`src/rtl/matrix_scan_param_if.sv`:
```
// matrix_scan_param_if
//   Bundles the run control and panel-side signals of the HUB75 scan
//   controller.
//   master : the scan controller. It drives the column/row/bit position,
//            the active row/bit, and the clk_pixel, row_latch,
//            output_enable and frame_start strobes. It receives enable and
//            brightness.
//   slave  : the system side, meaning the control logic and the pad ring.
//            It drives enable and brightness and observes everything else.
interface matrix_scan_param_if #(
  parameter int COLUMNS   = 64,
  parameter int ROWS      = 16,
  parameter int BIT_DEPTH = 6
);
  localparam int CB = (COLUMNS > 1) ? $clog2(COLUMNS) : 1;
  localparam int RB = (ROWS > 1) ? $clog2(ROWS) : 1;
  localparam int BB = (BIT_DEPTH > 1) ? $clog2(BIT_DEPTH) : 1;

  logic          enable;
  logic [7:0]    brightness;
  logic [CB-1:0] column_address;
  logic [RB-1:0] row_address;
  logic [BB-1:0] bit_index;
  logic [RB-1:0] row_address_active;
  logic [BB-1:0] bit_index_active;
  logic          clk_pixel;
  logic          row_latch;
  logic          output_enable;
  logic          frame_start;

  modport master (
    input  enable, brightness,
    output column_address, row_address, bit_index,
    output row_address_active, bit_index_active,
    output clk_pixel, row_latch, output_enable, frame_start
  );

  modport slave (
    output enable, brightness,
    input  column_address, row_address, bit_index,
    input  row_address_active, bit_index_active,
    input  clk_pixel, row_latch, output_enable, frame_start
  );
endinterface

```
`src/rtl/matrix_scan_param.sv`:
```
// matrix_scan_param
//   BCM scan controller for HUB75 LED panels. The next bitplane is shifted
//   in while the previous one is displayed. All strobes come directly from
//   flops clocked by clk_in.
// Ports:
//   clk_in : system clock
//   reset  : asynchronous, active-high reset
//   bus    : matrix_scan_param_if.master. It carries enable and brightness
//            in, and carries out the position, the active plane and the
//            panel strobes.
module matrix_scan_param #(
  parameter int COLUMNS      = 64,
  parameter int ROWS         = 16,
  parameter int BIT_DEPTH    = 6,
  parameter int OE_BASE      = 4,
  parameter int BLANK_CYCLES = 2
) (
  input  logic                clk_in,
  input  logic                reset,
  matrix_scan_param_if.master bus
);
  localparam int CB     = (COLUMNS > 1) ? $clog2(COLUMNS) : 1;
  localparam int RB     = (ROWS > 1) ? $clog2(ROWS) : 1;
  localparam int BB     = (BIT_DEPTH > 1) ? $clog2(BIT_DEPTH) : 1;
  localparam int OE_MAX = OE_BASE * (2 ** (BIT_DEPTH - 1)) * 256;
  localparam int OW     = $clog2(OE_MAX + 1);
  localparam int KW     = (BLANK_CYCLES > 1) ? $clog2(BLANK_CYCLES) : 1;

  typedef enum logic [2:0] {IDLE, SHIFT, WAIT, BLANK, LATCH} state_t;

  // Display length of one plane:
  //   ((OE_BASE << bit) * (brightness + 1)) >> 8
  function automatic logic [OW-1:0] oe_len(input logic [BB-1:0] b,
                                           input logic [7:0]    br);
    logic [OW+8:0] prod;
    prod = ((OW+9)'(OE_BASE) << b) * (OW+9)'({1'b0, br} + 9'd1);
    return prod[OW+7:8];
  endfunction

  state_t        state, state_d;
  logic          phase, phase_d;
  logic [CB-1:0] col, col_d;
  logic [RB-1:0] row, row_d, row_act, row_act_d;
  logic [BB-1:0] bitx, bit_d, bit_act, bit_act_d;
  logic [OW-1:0] oe_cnt, oe_cnt_d;
  logic [KW-1:0] blank_cnt, blank_d;
  logic          cp_q, cp_d, latch_q, latch_d, oe_q, oe_d, fs_q, fs_d;
  state_t        drained;

  always_comb begin
    state_d   = state;
    phase_d   = phase;
    col_d     = col;
    row_d     = row;
    bit_d     = bitx;
    row_act_d = row_act;
    bit_act_d = bit_act;
    blank_d   = blank_cnt;
    // The OE countdown runs in every state. It is reloaded only at LATCH.
    oe_cnt_d  = (oe_cnt != '0) ? oe_cnt - OW'(1) : '0;
    // Once shifting is done and OE has drained, go to the dead time, or
    // go straight to the latch when there is no dead time.
    drained   = (BLANK_CYCLES > 0) ? BLANK : LATCH;

    case (state)
      IDLE: begin
        if (bus.enable) begin
          state_d = SHIFT;
          phase_d = 1'b0;
          col_d   = '0;
        end
      end
      SHIFT: begin
        if (!phase) begin
          phase_d = 1'b1;
        end else begin
          phase_d = 1'b0;
          if (col == CB'(COLUMNS - 1)) begin
            // Decide on the counter value of the next cycle. That way BLANK
            // starts on the first cycle with OE low, and WAIT takes no
            // cycles when OE has already finished.
            state_d = (oe_cnt_d != '0) ? WAIT : drained;
            blank_d = '0;
          end else begin
            col_d = col + CB'(1);
          end
        end
      end
      WAIT: begin
        if (oe_cnt_d == '0) begin
          state_d = drained;
          blank_d = '0;
        end
      end
      BLANK: begin
        if (blank_cnt == KW'(BLANK_CYCLES - 1)) state_d = LATCH;
        else                                    blank_d = blank_cnt + KW'(1);
      end
      LATCH: begin
        row_act_d = row;
        bit_act_d = bitx;
        oe_cnt_d  = oe_len(bitx, bus.brightness);
        if (bitx == BB'(BIT_DEPTH - 1)) begin
          bit_d = '0;
          row_d = (row == RB'(ROWS - 1)) ? '0 : row + RB'(1);
        end else begin
          bit_d = bitx + BB'(1);
        end
        if (bus.enable) begin
          state_d = SHIFT;
          phase_d = 1'b0;
          col_d   = '0;
        end else begin
          state_d = IDLE;
        end
      end
      default: state_d = IDLE;
    endcase

    // Each strobe is registered from the next-state values, so the strobe
    // lines up with the state it describes.
    cp_d    = (state_d == SHIFT) && phase_d;
    latch_d = (state_d == LATCH);
    oe_d    = (oe_cnt_d != '0);
    fs_d    = (state_d == SHIFT) && (state != SHIFT) &&
              (row_d == '0) && (bit_d == '0);
  end

  always_ff @(posedge clk_in or posedge reset) begin
    if (reset) begin
      state     <= IDLE;
      phase     <= 1'b0;
      col       <= '0;
      row       <= '0;
      bitx      <= '0;
      row_act   <= '0;
      bit_act   <= '0;
      oe_cnt    <= '0;
      blank_cnt <= '0;
      cp_q      <= 1'b0;
      latch_q   <= 1'b0;
      oe_q      <= 1'b0;
      fs_q      <= 1'b0;
    end else begin
      state     <= state_d;
      phase     <= phase_d;
      col       <= col_d;
      row       <= row_d;
      bitx      <= bit_d;
      row_act   <= row_act_d;
      bit_act   <= bit_act_d;
      oe_cnt    <= oe_cnt_d;
      blank_cnt <= blank_d;
      cp_q      <= cp_d;
      latch_q   <= latch_d;
      oe_q      <= oe_d;
      fs_q      <= fs_d;
    end
  end

  assign bus.column_address     = col;
  assign bus.row_address        = row;
  assign bus.bit_index          = bitx;
  assign bus.row_address_active = row_act;
  assign bus.bit_index_active   = bit_act;
  assign bus.clk_pixel          = cp_q;
  assign bus.row_latch          = latch_q;
  assign bus.output_enable      = oe_q;
  assign bus.frame_start        = fs_q;
endmodule

```
`src/flat_wrapper.sv`:
```
// flat-port wrapper written by rule: the top's interface ports become plain ports
module matrix_scan_param_flat 
#(
  parameter int COLUMNS      = 64,
  parameter int ROWS         = 16,
  parameter int BIT_DEPTH    = 6,
  parameter int OE_BASE      = 4,
  parameter int BLANK_CYCLES = 2
)
  (clk_in, reset, bus_enable, bus_brightness, bus_column_address, bus_row_address, bus_bit_index, bus_row_address_active, bus_bit_index_active, bus_clk_pixel, bus_row_latch, bus_output_enable, bus_frame_start);
  matrix_scan_param_if #(.COLUMNS(COLUMNS), .ROWS(ROWS), .BIT_DEPTH(BIT_DEPTH)) bus_i ();
  input  logic clk_in;
  input  logic reset;
  input wire logic [$bits(bus_i.enable)-1:0] bus_enable;
  input wire logic [$bits(bus_i.brightness)-1:0] bus_brightness;
  output wire logic [$bits(bus_i.column_address)-1:0] bus_column_address;
  output wire logic [$bits(bus_i.row_address)-1:0] bus_row_address;
  output wire logic [$bits(bus_i.bit_index)-1:0] bus_bit_index;
  output wire logic [$bits(bus_i.row_address_active)-1:0] bus_row_address_active;
  output wire logic [$bits(bus_i.bit_index_active)-1:0] bus_bit_index_active;
  output wire logic [$bits(bus_i.clk_pixel)-1:0] bus_clk_pixel;
  output wire logic [$bits(bus_i.row_latch)-1:0] bus_row_latch;
  output wire logic [$bits(bus_i.output_enable)-1:0] bus_output_enable;
  output wire logic [$bits(bus_i.frame_start)-1:0] bus_frame_start;
  assign bus_i.enable = bus_enable;
  assign bus_i.brightness = bus_brightness;
  assign bus_column_address = bus_i.column_address;
  assign bus_row_address = bus_i.row_address;
  assign bus_bit_index = bus_i.bit_index;
  assign bus_row_address_active = bus_i.row_address_active;
  assign bus_bit_index_active = bus_i.bit_index_active;
  assign bus_clk_pixel = bus_i.clk_pixel;
  assign bus_row_latch = bus_i.row_latch;
  assign bus_output_enable = bus_i.output_enable;
  assign bus_frame_start = bus_i.frame_start;
  matrix_scan_param #(.COLUMNS(COLUMNS), .ROWS(ROWS), .BIT_DEPTH(BIT_DEPTH), .OE_BASE(OE_BASE), .BLANK_CYCLES(BLANK_CYCLES)) u_core (.clk_in(clk_in), .reset(reset), .bus(bus_i));
endmodule
```
`config.mk`:
```
export PLATFORM = sky130hd
export DESIGN_NAME = matrix_scan_param_flat
export DESIGN_NICKNAME = d
export VERILOG_FILES = /design/src/rtl/matrix_scan_param_if.sv /design/src/rtl/matrix_scan_param.sv /design/src/flat_wrapper.sv
export SDC_FILE = /design/constraint.sdc
export NUM_CORES = 1
export LEC_CHECK = 0
export BUFFER_PORTS_ARGS = -buffer_cell sky130_fd_sc_hd__clkbuf_2
export CORE_MARGIN = 4
export CORE_UTILIZATION = 55
export CTS_CLUSTER_DIAMETER = 60
export DETAILED_ROUTE_END_ITERATION = 8
export PLACE_DENSITY_LB_ADDON = 0.15
export SETUP_SLACK_MARGIN = 0.1
export SLEW_MARGIN = 20
export SYNTH_ARGS = -nofsm -noshare
export SYNTH_HDL_FRONTEND = slang
export SYNTH_SLANG_ARGS = --single-unit
export TNS_END_PERCENT = 50
```
`constraint.sdc`:
```
create_clock -name clk_in -period 10.15 [get_ports clk_in]
set_clock_uncertainty 0.15 [all_clocks]
set_input_delay 0 -clock clk_in [delete_from_list [all_inputs] [get_ports clk_in]]
set_output_delay 0 -clock clk_in [all_outputs]
set_load 0.01 [all_outputs]
```
## Word level (Yosys, flattened, before mapping)

Cells that the tools add are included.

- Add/subtract/negate cells: 6
- Multiply operators: 1
- Equal/unequal tests: 15
- Shift operators: 1
- Mux-type cells: 27
- Reductions and logical operators: 16

Operators with widths:

| kind | number |
|---|---|
| $reduce_bool 16->1 | 3 |
| $mux 16 | 2 |
| $mul 25x25->24 | 1 |
| $shl 3x3->25 const A | 1 |
| $mux 3 | 7 |
| $mux 6 | 3 |
| $logic_not 16->1 | 1 |
| $sub 16x1->16 const B | 1 |
| $pmux 3 s5 | 1 |
| $mux 4 | 3 |
| $pmux 6 s2 | 1 |
| $add 8x1->9 const B | 1 |
| $eq 3x3->1 const B | 3 |
| $mux 1 | 8 |
| $ne 2x1->1 const B | 4 |
| $reduce_and 4->1 | 2 |
| $add 6x1->6 const B | 1 |
| $eq 3x1->1 const B | 2 |
| $eq 3x2->1 const B | 2 |
| $eq 6x6->1 const B | 1 |
| $logic_not 3->1 | 2 |
| $add 4x1->4 const B | 1 |
| $eq 4x4->1 const B | 1 |
| $logic_and 1x1->1 | 4 |
| 10 further kinds | 10 |

- Flip-flop bits (word level): 45
- Input bits: 11
- Output and inout bits: 24
- Word-level logic and storage cells: 79

## Longest topological paths before layout

Gate-level depths: netlist (run 1).

- Word-level depth: 11
- Gate-level depth with buffers: 22
- Mapped depth without buffers: 22

## Worst setup path after synthesis (run 1)

OpenSTA, ideal clock, no wires.

- Path kind: reg-to-reg
- Start point: register u_core.bitx[0], in the netlist u_core.bus.bit_index[0]
- End point: register u_core.oe_q, in the netlist u_core.bus.output_enable
- Setup time: 0.139 ns
- Arrival time: 5.187 ns
- Data required time: 9.861 ns
- Setup slack: 4.674 ns
- Stages on the path, launching flop included: 22
- Buffers on the path: 2
- Period minus slack after synthesis: 5.476 ns
- Cell sequence: dfrtp_1 -> clkbuf_1 -> clkbuf_1 -> and2_1 -> ha_1 -> nand2b_1 -> fa_1 -> fa_1 -> inv_1 -> fa_1 -> inv_1 -> fa_1 -> inv_1 -> ha_1 -> a21oi_1 -> o21ai_0 -> a21oi_1 -> o21bai_1 -> xnor2_1 -> o21ai_0 -> nor4b_1 -> nand4b_1

- Word-level cells in the longest chain between the ends: 4

RTL lines:

| what | RTL line | text |
|---|---|---|
| start: declaration | matrix_scan_param.sv:44 | `logic [BB-1:0] bitx, bit_d, bit_act, bit_act_d;` |
| start signal: assignment | matrix_scan_param.sv:149 | `bitx <= bit_d;` |
| $shl 3x3->25 | matrix_scan_param.sv:36 | `prod = ((OW+9)'(OE_BASE) << b) * (OW+9)'({1'b0, br} + 9'd1);` |
| $mul 25x25->24 | matrix_scan_param.sv:36 |  |
| $mux 16 | matrix_scan_param.sv:65 | `case (state)` |
| via u_core.oe_cnt_d[8] | matrix_scan_param.sv:45 | `logic [OW-1:0] oe_cnt, oe_cnt_d;` |
| $reduce_bool 16->1 | matrix_scan_param.sv:124 | `oe_d = (oe_cnt_d != '0);` |
| via u_core.oe_d | matrix_scan_param.sv:47 | `logic cp_q, cp_d, latch_q, latch_d, oe_q, oe_d, fs_q, fs_d;` |
| end signal: assignment | matrix_scan_param.sv:142 | `oe_q <= 1'b0;` |
| end signal: assignment | matrix_scan_param.sv:156 | `oe_q <= oe_d;` |
| end: declaration | matrix_scan_param.sv:47 |  |

The timed path passes the listed nets, and every way through them passes these cells.
A chain may end at the register's enable or synchronous reset.

## Worst setup path after layout (run 1)

- Start point: register u_core.bitx[2], in the netlist u_core.bus.bit_index[2]
- End point: register u_core.oe_q, in the netlist u_core.bus.output_enable

The elaborated chain is that of the path after synthesis.

==> results of run 1 <==
==> final timing paths <==
check | from | to | slack (ns)
setup / recovery | u_core.bus.bit_index[2] | u_core.bus.output_enable | 4.22
hold / removal | reset | u_core.bus.row_latch | 0.29
setup reg to reg | u_core.bus.bit_index[2] | u_core.bus.output_enable | 4.22
hold reg to reg | u_core.bus.row_address_active[1] | u_core.bus.row_address_active[1] | 0.33
max in group asynchronous | reset | u_core.oe_cnt[8] | 8.98
min in group clk_in | u_core.bus.row_address_active[1] | u_core.bus.row_address_active[1] | 0.33
==> metrics by stage <==
| stage | power (µW) | std cells | instance area, µm² | util [%] | hold slack [ns] |
|---|---|---|---|---|---|
| global route | 500.4 | 696 | 5249 | 60.48 | 0.3500 |
| detailed placement | 338.1 | 686 | 5117 | 58.97 | 0.1013 |
| CTS | 477.0 | 696 | 5249 | 60.48 | 0.3256 |
| global placement | 338.4 | 686 | 5117 | 58.97 | 0.09249 |
| floorplan | 312.5 | 558 | 4867 | - | 0.06534 |
| finish | 474.1 | 696 | 5249 | 60.48 | 0.2930 |
==> kinds of logic (layout without fill, tap and decap cells) <==
kind of cell    Yosys count  count (layout)  synth area share (%)
xor+xnor                 31              31                 5.578
buf+inv                  76             106                 6.092
fa+ha+maj                85              85                 28.33
compound gates           86              86                 11.41
mux                       4               4                0.8740
flops                    45              45                 23.14
simple gates            231             231                 24.58
==> final cells by class <==
| class | instances | area (µm²) | area share [%] |
|---|---|---|---|
| clock inverters | 2 | 38.79 | 0.7390 |
| multi-input cells | 437 | 3450 | 65.72 |
| inverters | 61 | 229.0 | 4.362 |
| flip-flops and latches | 45 | 1126 | 21.45 |
| clock buffers | 6 | 72.57 | 1.383 |
| well taps | 108 | 135.1 | 2.575 |
| repair buffers | 37 | 197.7 | 3.766 |
==> metal layers <==
| layer | GRT usage (%) | share of wire, % | routed length [µm] |
|---|---|---|---|
| met4 | 6.458 | 2.3 | 240 |
| met5 | 0 | 0 | 0 |
| met3 | 2.048 | 4.3 | 453 |
| met1 | 29.63 | 45 | 4720 |
| met2 | 34.23 | 48 | 5078 |
==> report_power, final <==
group | internal, µW | switching [µW] | total, µW | leakage [µW]
combinational | 48.2 | 69.4 | 118 | 0.00194
clock | 74.0 | 62.4 | 136 | 0.0000554
sequential | 194 | 26.4 | 220 | 0.000564
==> sequential cells by signal (all words and copies together) (netlist names) <==
name	flops
u_core.bus.frame_start	1
u_core.bus.row_address	4
u_core.phase	1
u_core.bus.clk_pixel	1
u_core.bus.column_address	6
u_core.bus.row_address_active	4
u_core.bus.bit_index_active	3
u_core.bus.output_enable	1
u_core.blank_cnt	1
u_core.oe_cnt	16
u_core.bus.bit_index	3
u_core.state	3
u_core.bus.row_latch	1
==> cells in the final DEF, fill, tap and decap left out, types with 5 or more instances in the layout <==
| cell | n |
|---|---|
| nand2_1 | 65 |
| nor2_1 | 62 |
| o211ai_1 | 5 |
| ha_1 | 43 |
| o22ai_1 | 7 |
| xor2_1 | 15 |
| nor3b_1 | 8 |
| inv_1 | 59 |
| nor3_1 | 9 |
| nand2b_1 | 13 |
| clkbuf_2 | 34 |
| nor4_1 | 6 |
| nand3b_1 | 5 |
| a21oi_1 | 22 |
| nor2b_1 | 9 |
| fa_1 | 42 |
| nand3_1 | 10 |
| o21ai_0 | 22 |
| dfrtp_1 | 45 |
| nand4_1 | 5 |
| clkbuf_8 | 5 |
| and2_1 | 10 |
| xnor2_1 | 16 |
==> worst min-delay path, cell delays in order <==
cell and delay (ns):
dlygate4sd3_1 0.53, clkbuf_2 0.11, inv_2 0.66
==> qor.txt, run 1 <==
Synth Register Bits = 45
TNS Setup = 0 ns
sequential share of the synthesized area = 23.14%
vias in the first global route = 3735
Placeable Area = 0.008678 mm²
final worst-path cycle share = 58.45%
die area = 0.01042 mm²
Syn Nets = 654
Post-synth EDFFs = 0
cell mode on critical path = fa_1
setup bufs post-CTS = 0
Synth top area share = 23.14%
final setup fails = 0
grt ovf = 0
Max Clock Freq = 168.6 MHz
Die X = 102.1 µm
Worst Max-Slew Pin Slew = 0.9291 ns
drt drc = 0
Filler Cells Inserted = 780
synth top area cells = dfrtp_1 23%, fa_1 17%, ha_1 11%
CP max stage delay = 0.57 ns
Setup CP Type = reg -> reg
area leader, netlist = dfrtp_1
P_leak = 0.002562 µW
DP HPWL = 8.487 mm
cts repair resizes = 0
WP data required = 10.16 ns
CTS Root Cell = clkbuf_8
worst hold path class = in -> async
DR vias = 3974
# diodes = 0
final worst slack = 4.218 ns
RSZ-0062 raised after global routing = no
DRC marker count from the first detailed-route iteration = 150
status = completed
overall die height = 102.1 µm
most common cell in the synthesized netlist = nand2_1
initial antenna violation count = 0
Starting Density = 56.08%
Routed Wire Length = 10.49 mm
post-synth cell types = 62
total track usage = 20.96%
fin crit period = 5.932 ns
arrival time at the worst endpoint = 5.95 ns
Avg Inst Size Synth = 8.723 µm²
clk slew on worst S/H paths = 0.09 ns
port bufs = 34
first-pass GRT wire length = 17.68 mm
Post-Place Setup Slack = 4.265 ns
Final Hold Viols = 0
crit path cell chain = clkinv_1 -> nor3_1 -> nand2b_1 -> fa_1 -> fa_1 -> inv_1 -> fa_1 -> inv_1 -> fa_1 -> inv_1 -> ha_1 -> nand2_1 -> o21ai_0 -> a21oi_1 -> o31a_1 -> a21boi_0 -> o32ai_1 -> nor2_1 -> nand4b_1
DRT Pass-1 Iters = 5
Reg2Reg Depth = 19
commonest cells in the netlist = 65 x nand2_1, 62 x nor2_1, 60 x inv_1
CTS Buf Count = 5
final antenna-violating net count = 0
crit-path max FO = 9
Worst path depth = 19
Crit. End Element = register
Startpoint Class = register
Layout Nets = 683
# IOs = 35
asr flop ratio synth = 100.0%
CTS H-tree lvls = 2
critical path's top delay family = adder cells
Rows = 34
CTS Hold Bufs = 2
CTS sink count = 45
Worst path slowest cell = nor3_1
Most used DFF post-synth = dfrtp_1
Area growth syn-to-layout = 7.841%
CTS tree = done
fraction of layout cells with a size suffix above 1 = 10.20%
buffer and inverter count on the worst path = 4
Slew Limit Headroom = 37.97%
mapped cell area = 0.004867 mm²
reported max-cap violation count = 0
via-per-instance ratio = 5.710
Synth Warn # = 0
Final Max Slew Viols = 0
Longest Clk Path Bufs = 2
largest net degree at the start of global routing = 46
Synth Instances = 558
Worst VDD drop = 51.68 µV
worst-skew pair later-pin latency = 0.30 ns
power per cell area = 90.32 mW/mm²
RePlAce Congestion = 0.8889
DR WL/cell = 15.08 µm
Power figures use the tool's default switching activity.
==> run 2, diff against run 1 <==
==> constraint.sdc (replaced) <==
create_clock -name clk_in -period 4.8 [get_ports clk_in]
set_clock_uncertainty 0.15 [all_clocks]
set_input_delay 0 -clock clk_in [delete_from_list [all_inputs] [get_ports clk_in]]
set_output_delay 0 -clock clk_in [all_outputs]
set_load 0.01 [all_outputs]
==> qor.txt, run 2 (synthesis gave the netlist of run 1 again) <==
fraction of layout cells with a size suffix above 1 = 26.91% (was 10.20%)
Layout Nets = 749 (was 683)
Comb pwr share = 28.4% (was 24.8%)
final worst-path cycle share = 103.9% (was 58.45%)
port bufs = 34 (unchanged)
Worst VDD drop = 111.0 µV (was 51.68 µV)
Filler Cells Inserted = 700 (was 780)
Starting Density = 56.08% (unchanged)
Routed Wire Length = 11.71 mm (was 10.49 mm)
reported max-cap violation count = 0 (unchanged)
Rows = 34 (unchanged)
most frequent cells in the layout = 63 x nand2_1, 61 x buf_4, 59 x nor2_1 (was 65 x nand2_1, 62 x nor2_1, 59 x inv_1)
arrival time at the worst endpoint = 5.01 ns (was 5.95 ns)
final antenna-violating net count = 0 (unchanged)
# IOs = 35 (unchanged)
FF-to-FF Start = u_core.bus.bit_index[0] (was u_core.bus.bit_index[2])
final worst slack = -0.1870 ns (was 4.218 ns)
Setup CP Type = reg -> reg (unchanged)
sw power = 355.4 µW (was 158.3 µW)
CTS tree = done (unchanged)
RSZ-0062 raised after global routing = yes (was no)
worst hold path class = in -> async (unchanged)
Post-Place Setup Slack = -0.2826 ns (was 4.265 ns)
Sequential Power Share = 46.6% (was 46.4%)
Finished Core Util = 70.03% (was 60.48%)
total track usage = 23.82% (was 20.96%)
Reg2Reg Depth = 19 (unchanged)
largest net degree at the start of global routing = 46 (unchanged)
Area growth syn-to-layout = 24.86% (was 7.841%)
power per cell area = 164.0 mW/mm² (was 90.32 mW/mm²)
Placeable Area = 0.008678 mm² (unchanged)
CP endpoint = u_core.bus.output_enable (unchanged)
final setup fails = 2 (was 0)
Internal = 641.2 µW (was 315.8 µW)
most flop-heavy register = u_core.oe_cnt (unchanged)
Startpoint Class = register (unchanged)
max reg flops = 16 (unchanged)
DR vias = 4214 (was 3974)
CTS sink count = 45 (unchanged)
dpl cells = 743 (was 686)
DRC marker count from the first detailed-route iteration = 131 (was 150)
WP data required = 4.82 ns (was 10.16 ns)
Longest Clk Path Bufs = 2 (unchanged)
clk slew on worst S/H paths = 0.10 ns (was 0.09 ns)
Crit. End Element = register (unchanged)
Critical path origin = u_core.bus.bit_index[0] (was u_core.bus.bit_index[2])
via-per-instance ratio = 5.530 (was 5.710)
Clk network pwr share = 25.0% (was 28.8%)
status = complete, but fails checks (was completed)
first-pass GRT wire length = 20.01 mm (was 17.68 mm)
Final Max Slew Viols = 0 (unchanged)
vias in the first global route = 4290 (was 3735)
Worst Max-Slew Pin Slew = 0.9255 ns (was 0.9291 ns)
grt ovf = 0 (unchanged)
RR Endpoint = u_core.bus.output_enable (unchanged)
DRT Pass-1 Iters = 6 (was 5)
CTS H-tree lvls = 2 (unchanged)
die area = 0.01042 mm² (unchanged)
crit-path max FO = 6 (was 9)
RePlAce Congestion = 0.9323 (was 0.8889)
DP HPWL = 9.444 mm (was 8.487 mm)
worst-skew pair later-pin latency = 0.31 ns (was 0.30 ns)
Sw Share = 35.66% (was 33.39%)
CTS Root Cell = clkbuf_8 (unchanged)
P_leak = 0.002907 µW (was 0.002562 µW)
Max Clock Freq = 200.5 MHz (was 168.6 MHz)
initial antenna violation count = 0 (unchanged)
TNS Setup = -0.2818 ns (was 0 ns)
Reg2Reg Setup Slack = -0.19 ns (was 4.22 ns)
fin crit period = 4.987 ns (was 5.932 ns)
FF/Latch Area = 0.001130 mm² (was 0.001126 mm²)
Die X = 102.1 µm (unchanged)
most common cell after layout, fill and taps aside = nand2_1 (unchanged)
area of the multi-input gates = 0.003726 mm² (was 0.003450 mm²)
overall die height = 102.1 µm (unchanged)
drt drc = 0 (unchanged)
DR WL/cell = 15.37 µm (was 15.08 µm)
Final Hold Viols = 0 (unchanged)
# diodes = 0 (unchanged)
final cell count without fillers = 762 (was 696)
failing checks = setup timing
CTS Buf Count = 5 (unchanged)
Slew Limit Headroom = 38.21% (was 37.97%)
-- run 2: what timing repair did --
item / in CTS / in global routing
gates cloned: 1 / 0
hold endpoints to repair: 46 / 0
hold buffers: 2 / 0
pin swaps: 16 / 3
setup buffers: 8 / 0
resized for setup: 26 / 4
setup endpoints to repair: 7 / 9
-- run 2: final cells by class --
class | instances | area share (%)
clock inverter | 3 | 0.4118
multi-input combinational | 437 | 61.31
inverter | 61 | 3.850
clock buffer | 5 | 1.132
sequential | 45 | 18.59
timing repair buffer | 103 | 12.48
tap | 108 | 2.224
-- run 2: metrics by stage --
step	hold WS [ns]	power (µW)	cell area, µm²
detailed placement	0.1056	742.8	5771
global route	0.3503	1052	6077
CTS	0.3212	997.7	6060
floorplan	0.06534	662.5	5090
global placement	0.09811	735.6	5771
finish	0.2746	996.6	6077
-- run 2: power by group through the flow --
| stage | logic, µW | clock network, µW | registers, µW |
|---|---|---|---|
| 2_1_floorplan | 212 | 0 | 450 |
| 6_report | 283 | 249 | 464 |
| 3_5_place_dp | 272 | 0 | 471 |
| 4_1_cts | 283 | 252 | 463 |
| 3_3_place_gp | 268 | 0 | 468 |
| 5_1_grt | 315 | 266 | 470 |
-- run 2: how the worst min path moves through the flow --
stage	start	endpoint	slack [ns]	cells past startpoint
5_1_grt	u_core.bus.row_address_active[1]	u_core.bus.row_address_active[1]	0.35	2
2_1_floorplan	bus_enable	u_core.phase	0.07	3
6_report	reset	u_core.bus.clk_pixel	0.27	3
4_1_cts	reset	u_core.bus.row_latch	0.32	3
3_5_place_dp	reset	u_core.oe_cnt[14]	0.11	2
3_3_place_gp	reset	u_core.oe_cnt[14]	0.1	2
-- run 2: metal layers --
metal | GRT usage (%) | share of wire, % | up-vias
met2 | 41.83 | 51 | 85
met4 | 7.669 | 3.0 | 0
met3 | 2.184 | 2.7 | 28
met1 | 31.03 | 44 | 2033
met5 | 0 | 0 | -
li1 | - | - | 2068
-- run 2: worst max-delay path, stage by stage (launching register included) --
cell and delay [ns]:
dfrtp_2 0.47, buf_6 0.13, nor3_4 0.29, nand2b_1 0.14, fa_1 0.51, fa_1 0.51, inv_2 0.04, fa_1 0.52
inv_1 0.05, fa_1 0.49, inv_2 0.05, ha_4 0.29, nand2_4 0.05, o21ai_2 0.19, a21oi_4 0.10, xnor2_1 0.24
o21ba_2 0.16, nand4b_1 0.12, nor4b_2 0.22, nand4b_1 0.12
==> run 3, diff against run 2 <==
==> constraint.sdc (replaced) <==
create_clock -name clk_in -period 4.8 [get_ports clk_in]
set_clock_uncertainty 0.15 [all_clocks]
set_input_delay 0.48 -clock clk_in [delete_from_list [all_inputs] [get_ports clk_in]]
set_output_delay 0.48 -clock clk_in [all_outputs]
set_load 0.01 [all_outputs]
==> qor.txt, run 3 (synthesis gave the netlist of run 1 again) <==
status = complete, but fails checks (unchanged)
failing checks = setup timing (unchanged)
Crit. End Element = register (unchanged)
RSZ-0062 raised after global routing = yes (unchanged)
initial antenna violation count = 0 (unchanged)
Setup CP Type = reg -> reg (unchanged)
port bufs = 34 (unchanged)
FF-to-FF Start = u_core.bus.bit_index[0] (unchanged)
power per cell area = 157.7 mW/mm² (was 164.0 mW/mm²)
final cell count without fillers = 774 (was 762)
CTS tree = done (unchanged)
WP data required = 4.82 ns (about the same)
max reg flops = 16 (unchanged)
Layout Nets = 761 (was 749)
CTS sink count = 45 (unchanged)
DR WL/cell = 15.04 µm (was 15.37 µm)
Max Clock Freq = 198.1 MHz (was 200.5 MHz)
via-per-instance ratio = 5.584 (was 5.530)
Placeable Area = 0.008678 mm² (unchanged)
# IOs = 35 (unchanged)
grt ovf = 0 (unchanged)
P_leak = 0.002999 µW (was 0.002907 µW)
CTS Hold Bufs = 0 (was 2)
arrival time at the worst endpoint = 5.07 ns (was 5.01 ns)
placed cell areas = 0.005836 mm² (was 0.005771 mm²)
fin crit period = 5.048 ns (was 4.987 ns)
Final Max Slew Viols = 0 (unchanged)
Slew Limit Headroom = 37.08% (was 38.21%)
vias in the first global route = 4160 (was 4290)
die area = 0.01042 mm² (unchanged)
Final Hold Viols = 0 (unchanged)
CTS Root Cell = clkbuf_8 (unchanged)
final worst slack = -0.2484 ns (was -0.1870 ns)
DRT Pass-1 Iters = 4 (was 6)
Reg2Reg Setup Slack = -0.25 ns (was -0.19 ns)
RR Endpoint = u_core.bus.output_enable (unchanged)
Die X = 102.1 µm (unchanged)
Worst Max-Slew Pin Slew = 0.9425 ns (was 0.9255 ns)
Pwr Total = 1005 µW (was 996.6 µW)
Starting Density = 56.08% (unchanged)
Startpoint Class = register (unchanged)
post-route cell area = 0.006375 mm² (was 0.006077 mm²)
DRC marker count from the first detailed-route iteration = 174 (was 131)
dpl cells = 743 (unchanged)
most flop-heavy register = u_core.oe_cnt (unchanged)
DP HPWL = 8.964 mm (was 9.444 mm)
# diodes = 0 (unchanged)
final antenna-violating net count = 0 (unchanged)
RePlAce Congestion = 0.8977 (was 0.9323)
overall die height = 102.1 µm (unchanged)
Worst VDD drop = 98.50 µV (was 111.0 µV)
TNS Setup = -0.3970 ns (was -0.2818 ns)
fraction of layout cells with a size suffix above 1 = 32.13% (was 26.91%)
worst hold path class = in -> async (unchanged)
CTS Buf Count = 5 (unchanged)
worst-skew pair later-pin latency = 0.30 ns (was 0.31 ns)
total track usage = 23.15% (was 23.82%)
clk slew on worst S/H paths = 0.09 ns (was 0.10 ns)
Routed Wire Length = 11.64 mm (was 11.71 mm)
Reg2Reg Depth = 21 (was 19)
most frequent cells in the layout = 72 x buf_4, 61 x nand2_1, 54 x inv_1 (was 63 x nand2_1, 61 x buf_4, 59 x nor2_1)
final setup fails = 4 (was 2)
reported max-cap violation count = 0 (unchanged)
DR vias = 4322 (was 4214)
drt drc = 0 (unchanged)
Area growth syn-to-layout = 30.98% (was 24.86%)
CTS H-tree lvls = 2 (unchanged)
crit-path max FO = 5 (was 6)
first-pass GRT wire length = 19.45 mm (was 20.01 mm)
largest net degree at the start of global routing = 46 (unchanged)
final worst-path cycle share = 105.2% (was 103.9%)
Longest Clk Path Bufs = 2 (unchanged)
Rows = 34 (unchanged)
most common cell after layout, fill and taps aside = buf_4 (was nand2_1)
[run 3: cell types whose count changed in the layout (fill, tap and decap cells not counted), sizes merged]
cell	delta
inv	-1
clkinv	-1
dlygate4sd3	-2
clkinvlp	+1
clkdlybuf4s25	+1
buf	+13
clkbuf	+1
[run 3: cell type report]
cell class	instances	area, µm²
Timing Repair Buffer	115	837.1
Clock buffer	6	72.57
Sequential cell	45	1130
Fill cell	621	2303
Clock inverter	2	15.01
Multi-Input combinational cell	437	3951
Inverter	61	234.0
Tap cell	108	135.1
[run 3: critical path: stages (launching register included)]
cell	delay [ns]
dfrtp_2	0.44
buf_6	0.12
buf_6	0.12
buf_4	0.14
nand3b_1	0.19
buf_6	0.16
nor2_4	0.07
fa_1	0.43
fa_1	0.52
fa_1	0.49
inv_1	0.05
fa_1	0.51
inv_2	0.04
ha_4	0.21
a21oi_2	0.11
o21ai_1	0.06
a211o_1	0.30
xor2_1	0.15
nand2_1	0.09
nand4b_1	0.15
nor4b_2	0.29
nand4b_1	0.11
[run 3: repair_timing]
action	4_1_cts	5_1_grt
pin swaps	38	18
buffers inserted	18	5
endpoints found under the setup margin	7	10
resized for setup	44	19
[run 3: report_power, final]
| group | internal [µW] | total (µW) | switching (µW) |
|---|---|---|---|
| logic | 138 | 305 | 167 |
| clock network | 103 | 235 | 132 |
| registers | 409 | 465 | 55.9 |
| total | 650 | 1010 | 355 |
[run 3: stage by stage]
stage          hold slack (ns)  util [%]  setup WS [ns]
4_1_cts                 0.2460     72.12        -0.1470
5_1_grt                 0.3010     73.46        -0.5224
3_3_place_gp            0.3066     67.24        -0.4511
3_5_place_dp            0.3124     67.24        -0.6280
2_1_floorplan           0.3251         -        -0.1033
6_report                0.2184     73.46        -0.2484
[run 3: how the worst max path moves through the flow]
stage | startpoint | end | slack, ns | depth (start not counted)
finish | u_core.bus.bit_index[0] | u_core.bus.output_enable | -0.25 | 21
floorplan | bus_brightness[0] | u_core.bus.output_enable | -0.10 | 21
global route | u_core.bus.bit_index[0] | u_core.bus.output_enable | -0.52 | 20
global placement | bus_brightness[0] | u_core.bus.output_enable | -0.45 | 21
detailed placement | bus_brightness[0] | u_core.bus.output_enable | -0.63 | 22
CTS | u_core.bus.bit_index[0] | u_core.bus.output_enable | -0.15 | 21
[run 3: routing by layer]
| metal | routed length [µm] | up-vias | share of wire [%] | GRT usage [%] |
|---|---|---|---|---|
| met5 | 0 | - | 0 | 0 |
| met4 | 395 | 0 | 3.4 | 6.256 |
| met3 | 418 | 33 | 3.6 | 2.389 |
| met2 | 5937 | 117 | 51 | 41.08 |
| met1 | 4888 | 2075 | 42 | 30.18 |
| li1 | - | 2097 | - | - |
